[src/rtl/rca_4bit.sv]
// Registered WIDTH-bit ripple-carry adder: {o_cy, o_s} = i_a + i_b + i_cin, one cycle latency.
// Optional macro RCA_4BIT_OVF_EN adds o_ovf (registered signed overflow) and o_cy_comb (unregistered carry-out).
module rca_4bit #(
  parameter int WIDTH = 4
) (
  input  logic             i_clk,
  input  logic             i_rst_n,
  input  logic             i_vld,
  input  logic [WIDTH-1:0] i_a,
  input  logic [WIDTH-1:0] i_b,
  input  logic             i_cin,
  output logic [WIDTH-1:0] o_s,
  output logic             o_cy,
  output logic             o_vld
`ifdef RCA_4BIT_OVF_EN
  ,
  output logic             o_ovf,
  output logic             o_cy_comb
`endif
);

  logic [WIDTH:0]   c;
  logic [WIDTH-1:0] s_d;
  logic             cy_d;
  logic [WIDTH-1:0] s_q;
  logic             cy_q;
  logic             vld_q;

  assign c[0] = i_cin;

  // Full-adder cells; carry ripples from bit 0 upward with no lookahead.
  for (genvar k = 0; k < WIDTH; k++) begin : g_fa
    assign s_d[k]   = i_a[k] ^ i_b[k] ^ c[k];
    assign c[k+1]   = (i_a[k] & i_b[k]) | (i_a[k] & c[k]) | (i_b[k] & c[k]);
  end

  assign cy_d = c[WIDTH];

  // Stage boundary: result register, loads only on valid input.
  always_ff @(posedge i_clk or negedge i_rst_n) begin
    if (!i_rst_n) begin
      s_q   <= '0;
      cy_q  <= 1'b0;
      vld_q <= 1'b0;
    end else begin
      vld_q <= i_vld;
      if (i_vld) begin
        s_q  <= s_d;
        cy_q <= cy_d;
      end
    end
  end

  assign o_s   = s_q;
  assign o_cy  = cy_q;
  assign o_vld = vld_q;

`ifdef RCA_4BIT_OVF_EN
  logic ovf_d;
  logic ovf_q;

  // Signed overflow: carry into the sign bit differs from carry out of it.
  assign ovf_d = c[WIDTH] ^ c[WIDTH-1];

  always_ff @(posedge i_clk or negedge i_rst_n) begin
    if (!i_rst_n) begin
      ovf_q <= 1'b0;
    end else if (i_vld) begin
      ovf_q <= ovf_d;
    end
  end

  assign o_ovf     = ovf_q;
  assign o_cy_comb = cy_d;
`endif

endmodule

[config.mk]
export PLATFORM = sky130hd
export DESIGN_NAME = rca_4bit
export DESIGN_NICKNAME = d
export VERILOG_FILES = /design/src/rtl/rca_4bit.sv
export SDC_FILE = /design/constraint.sdc
export NUM_CORES = 1
export LEC_CHECK = 0
export ABC_CLOCK_PERIOD_IN_PS = 900
export CORE_AREA = 2 2 39 41
export DETAILED_ROUTE_END_ITERATION = 6
export DIE_AREA = 0 0 41 43
export PLACE_DENSITY = 0.6
export SLEW_MARGIN = 20
export SYNTH_ARGS = -nofsm -noshare
export SYNTH_HDL_FRONTEND = slang
export SYNTH_SLANG_ARGS = --single-unit
[constraint.sdc]
create_clock -name i_clk -period 0.9 [get_ports i_clk]
set_input_delay 0.135 -clock i_clk [delete_from_list [all_inputs] [get_ports i_clk]]
set_output_delay 0.135 -clock i_clk [all_outputs]
set_load 0.05 [all_outputs]
Yosys cells after proc, flatten, opt, wreduce, memory -nomap -nowiden
Cells that the tools add are included.

Register bits after elaboration: 6. Input port bits: 12.

Bitwise gates (word level): 28.

Operator list (number): $and 1x1->1 (12); $or 1x1->1 (8); $xor 1x1->1 (8).

Depth between registers and ports, before layout
Gate-level depths: netlist of the first run.

Depth in word-level cells: 12. Gate-level depth with buffers: 8.

Worst setup path before layout of the first run
Ideal clock, no wire load.

Kind: in2reg. Start point: in i_a[0]. End point: reg s_q[3], in the netlist o_s[3]. Library setup time: 0.079 ns. Arrival: 1.696 ns. Setup slack: -0.875 ns. Stages on the path: 8. Path buffers: 0. Cells stage by stage: inv_1 > fa_1 > inv_1 > fa_1 > fa_1 > inv_1 > fa_1 > mux2i_1.

Cells in the longest elaborated chain, start to end: 10. Elaborated cells between the ends (all ways): 13.

RTL lines: start: declaration (line 9) `input logic [WIDTH-1:0] i_a,`; $and 1x1->1 (line 34) `assign c[k+1] = (i_a[k] & i_b[k]) | (i_a[k] & c[k]) | (i_b[k] & c[k]);`; $or 1x1->1 * (2 in a row) (line 34); $and 1x1->1 (line 34); $or 1x1->1 (line 34); $or 1x1->1 * (line 34); $and 1x1->1 (line 34); $or 1x1->1 (line 34); $or 1x1->1 * (line 34); $xor 1x1->1 * (line 33) `assign s_d[k] = i_a[k] ^ i_b[k] ^ c[k];`; end signal: assignment (line 42) `s_q <= '0;`; end signal: assignment (line 48) `s_q <= s_d;`; end: declaration (line 25) `logic [WIDTH-1:0] s_q;`.

Every way passes the cells marked *; elsewhere a longest branch is shown, timed or not. A chain may end at the register's enable or synchronous reset.

Final worst setup path of the first run
Start point: in i_b[0]. End point: reg s_q[3], in the netlist o_s[3].

Cells in the longest elaborated chain, start to end: 10. Elaborated cells between the ends (all ways): 13.

RTL lines: start: declaration (line 10) `input logic [WIDTH-1:0] i_b,`; $and 1x1->1 (line 34); $or 1x1->1 (line 34); $or 1x1->1 * (line 34); $and 1x1->1 (line 34); $or 1x1->1 (line 34); $or 1x1->1 * (line 34); $and 1x1->1 (line 34); $or 1x1->1 (line 34); $or 1x1->1 * (line 34); $xor 1x1->1 * (line 33).

Marks and branches as above.

==> impl_metrics.csv, run 1 <==
group,metric,value,unit
yosys,yosysWarnings,0,
status,status,"complete, but fails checks",
yosys,yosysUniqueCellTypes,6,
sta,fmax,0.626,GHz
final_layout,drive_gt1_share,53.1,%
setup_path,path_buf_inv,4,
route,firstDrtPassIters,3,
sta,hold_viol_final,0,
status,violations,"negative setup slack",
yosys,synth-seq-area-share,44.3,%
setup_path,crit_chain,"buf_6 -> inv_4 -> fa_2 -> inv_2 -> fa_2 -> fa_2 -> inv_2 -> fa_1 -> mux2i_1",
global_routing,antenna_found_initial,0,
cts,cts_buffers,3,
yosys,synth_area_per_cell,13.0,µm²
floorplan,dieArea,1760,µm²
power,powerDensity,1870,nW/µm²
cts,htree_num_levels,1,
sta,grt_setup_unrepaired,"yes",
sta,max_slew_margin,82.6,%
global_routing,grt_pass1_wl,952,µm
setup_path,path_class,"primary input to flop",
floorplan,die_height,43,µm
global_routing,grt_max_degree,7,
final_layout,multi_input_area,148,µm²
placed_design,io_buffers,17,
setup_path,worstSetupEndpointType,"flop",
cts,cts_hold_buffers,0,
global_routing,grt_use_total,8.55,%
setup_path,r2r_slack,-0.02,ns
yosys,syn_nets,42,
placed_design,place_congestion,0.586,
route,wire_per_inst,8.85,µm
yosys,synth_area,339,µm²
setup_path,required,1.06,ns
cts,clk_pin_slew,0.04,ns
cts,insertion_delay,0.24,ns
yosys,postSynthCellCount,26,
run,maxCapViolCount,0,
final_layout,area_delta_synth_final,92.6,%
sta,finalSetupTns,-2.19,ns
floorplan,start_util,24.5,%
cts,cts_root_buf,"clkbuf_4",
power,design_power_total,0.00122,W
floorplan,coreArea,1380,µm²
final_layout,fillCellCount,126,
placed_design,dpl.hpwl,490,µm
cts,cts_num_sinks,6,
global_routing,grt_overflow,0,
route,wl,575,µm
final_layout,regArea,150,µm²
cts,cts_tree,"built",
cts,max-clock-path-buffers,2,
sta,setup_viol,10,
route,drtAntennaViolNets,0,
sta,post-route-period-util,177,%
floorplan,core.rowCount,14,
final_layout,nNetsFinal,67,
sta,tightest_slew,0.260,ns
setup_path,cp-start-kind,"primary input",
route,drc_errors,0,
hold_path,hold_class,"primary input to async pin",
yosys,ys_seq_elements,6,
setup_path,cpLargestDelayFamily,"adder cells",
route,drtIter0Drc,2,
setup_path,crit_top_cell,"fa_2",
power,p_leak,0.324,nW
final_layout,num_antenna_cells,0,
setup_path,worstPathArrival,1.76,ns
sta,min_period,1.60,ns
power,peakVddDrop,0.632,mV
sta,slew_viol_final,0,
setup_path,slowest_stage,"fa_1",
global_routing,grt_pass1_vias,263,
floorplan,die_x,41,µm
sta,skew,0,ns
route,via_per_inst,3.71,
setup_path,cp_max_fo,1,
route,vias,241,
placed_design,place_ws,-1.39,ns
floorplan,boundaryPins,18,
sta,layout_setup_ws,-0.696,ns
setup_path,cpPeakStageDelay,0.40,ns
## cell type report
cell class                 instances  area share, %
clock buffer                       3           3.45
inverter                          10           7.28
multi-input combinational          9           22.6
sequential                         6           23.0
tap                               16           3.07
timing repair buffer              21           40.6
## worst reg2reg max path: stages (launching register included)
cell,delay (ns)
dfrtp_1,0.40
buf_4,0.15
mux2_4,0.26
## cells in the final DEF (no fill, tap or decap)
master | synthesis | layout
dlygate4sd2_1 | 0 | 2
clkdlybuf4s50_1 | 0 | 6
buf_6 | 1 | 2
inv_4 | 0 | 1
inv_8 | 0 | 1
mux2i_1 | 3 | 3
clkbuf_4 | 0 | 3
inv_2 | 0 | 3
inv_1 | 10 | 5
dfrtp_1 | 6 | 6
buf_12 | 0 | 6
fa_2 | 0 | 3
buf_8 | 0 | 1
fa_1 | 4 | 1
mux2_4 | 2 | 2
buf_4 | 0 | 4
## report_power, final
group	switching, W	internal (W)	total (W)
Combinational	0.000277	0.000335	0.000613
Clock	0.0000833	0.000150	0.000233
Sequential	0.0000521	0.000321	0.000373
## path summary, 6_finish.rpt
check | start | to | cells after the start
max in group asynchronous | i_rst_n | o_s[0]$_DFFE_PN0P_ | 1
hold reg to reg | o_s[3]$_DFFE_PN0P_ | o_s[3]$_DFFE_PN0P_ | 2
setup / recovery | i_b[0] | o_s[3]$_DFFE_PN0P_ | 9
setup reg to reg | o_s[2]$_DFFE_PN0P_ | o_s[2]$_DFFE_PN0P_ | 2
hold / removal | i_rst_n | o_s[3]$_DFFE_PN0P_ | 1
min in group i_clk | i_a[0] | o_s[0]$_DFFE_PN0P_ | 4
## per-layer routing
layer	up-vias	share of wire (%)	track usage (%)	routed length [µm]
met5	-	0	0	0
met4	0	0	10.0	0
met3	0	9.4	2.09	54
met2	15	51	12.2	292
li1	119	-	-	-
met1	107	40	8.75	228
## stage by stage
| step | util (%) | instance area [µm²] | cells | hold slack (ns) |
|---|---|---|---|---|
| finish | 47.2 | 653 | 65 | 0.133 |
| global route | 47.2 | 653 | 65 | 0.135 |
| CTS | 46.6 | 644 | 65 | 0.125 |
| detailed placement | 43.4 | 601 | 59 | 0.382 |
| global placement | 43.4 | 601 | 59 | 0.392 |
| floorplan | - | 354 | 26 | -0.161 |
## logic make-up after synthesis
logic type                 Yosys count  synth area share [%]
buffers and inverters               11                  14.4
DFF                                  6                  44.3
adders and majority gates            4                  23.6
muxes                                5                  17.7
## sequential cells by signal, indices dropped and copies added (netlist names)
signal	flops
o_cy	1
o_s	4
o_vld	1
## timing repair
item / in CTS / in global routing
buffers inserted: 3 / 0
resized for setup: 17 / 2
endpoints found under the setup margin: 11 / 10
pin swaps: 4 / 4
## synth_stat cells (all sizes together)
master	count	area [µm²]
buf	1	11.3
dfrtp	6	150
fa	4	80.1
inv	10	37.5
mux2	2	30.0
mux2i	3	30.0
(Power assumes the default switching activity.)
==> run 2: changes to the inputs <==
Settings changed: SLEW_MARGIN 20 to not set.
==> results of run 2 <==
Final layout, timing and power as in run 1 (identical DEF).
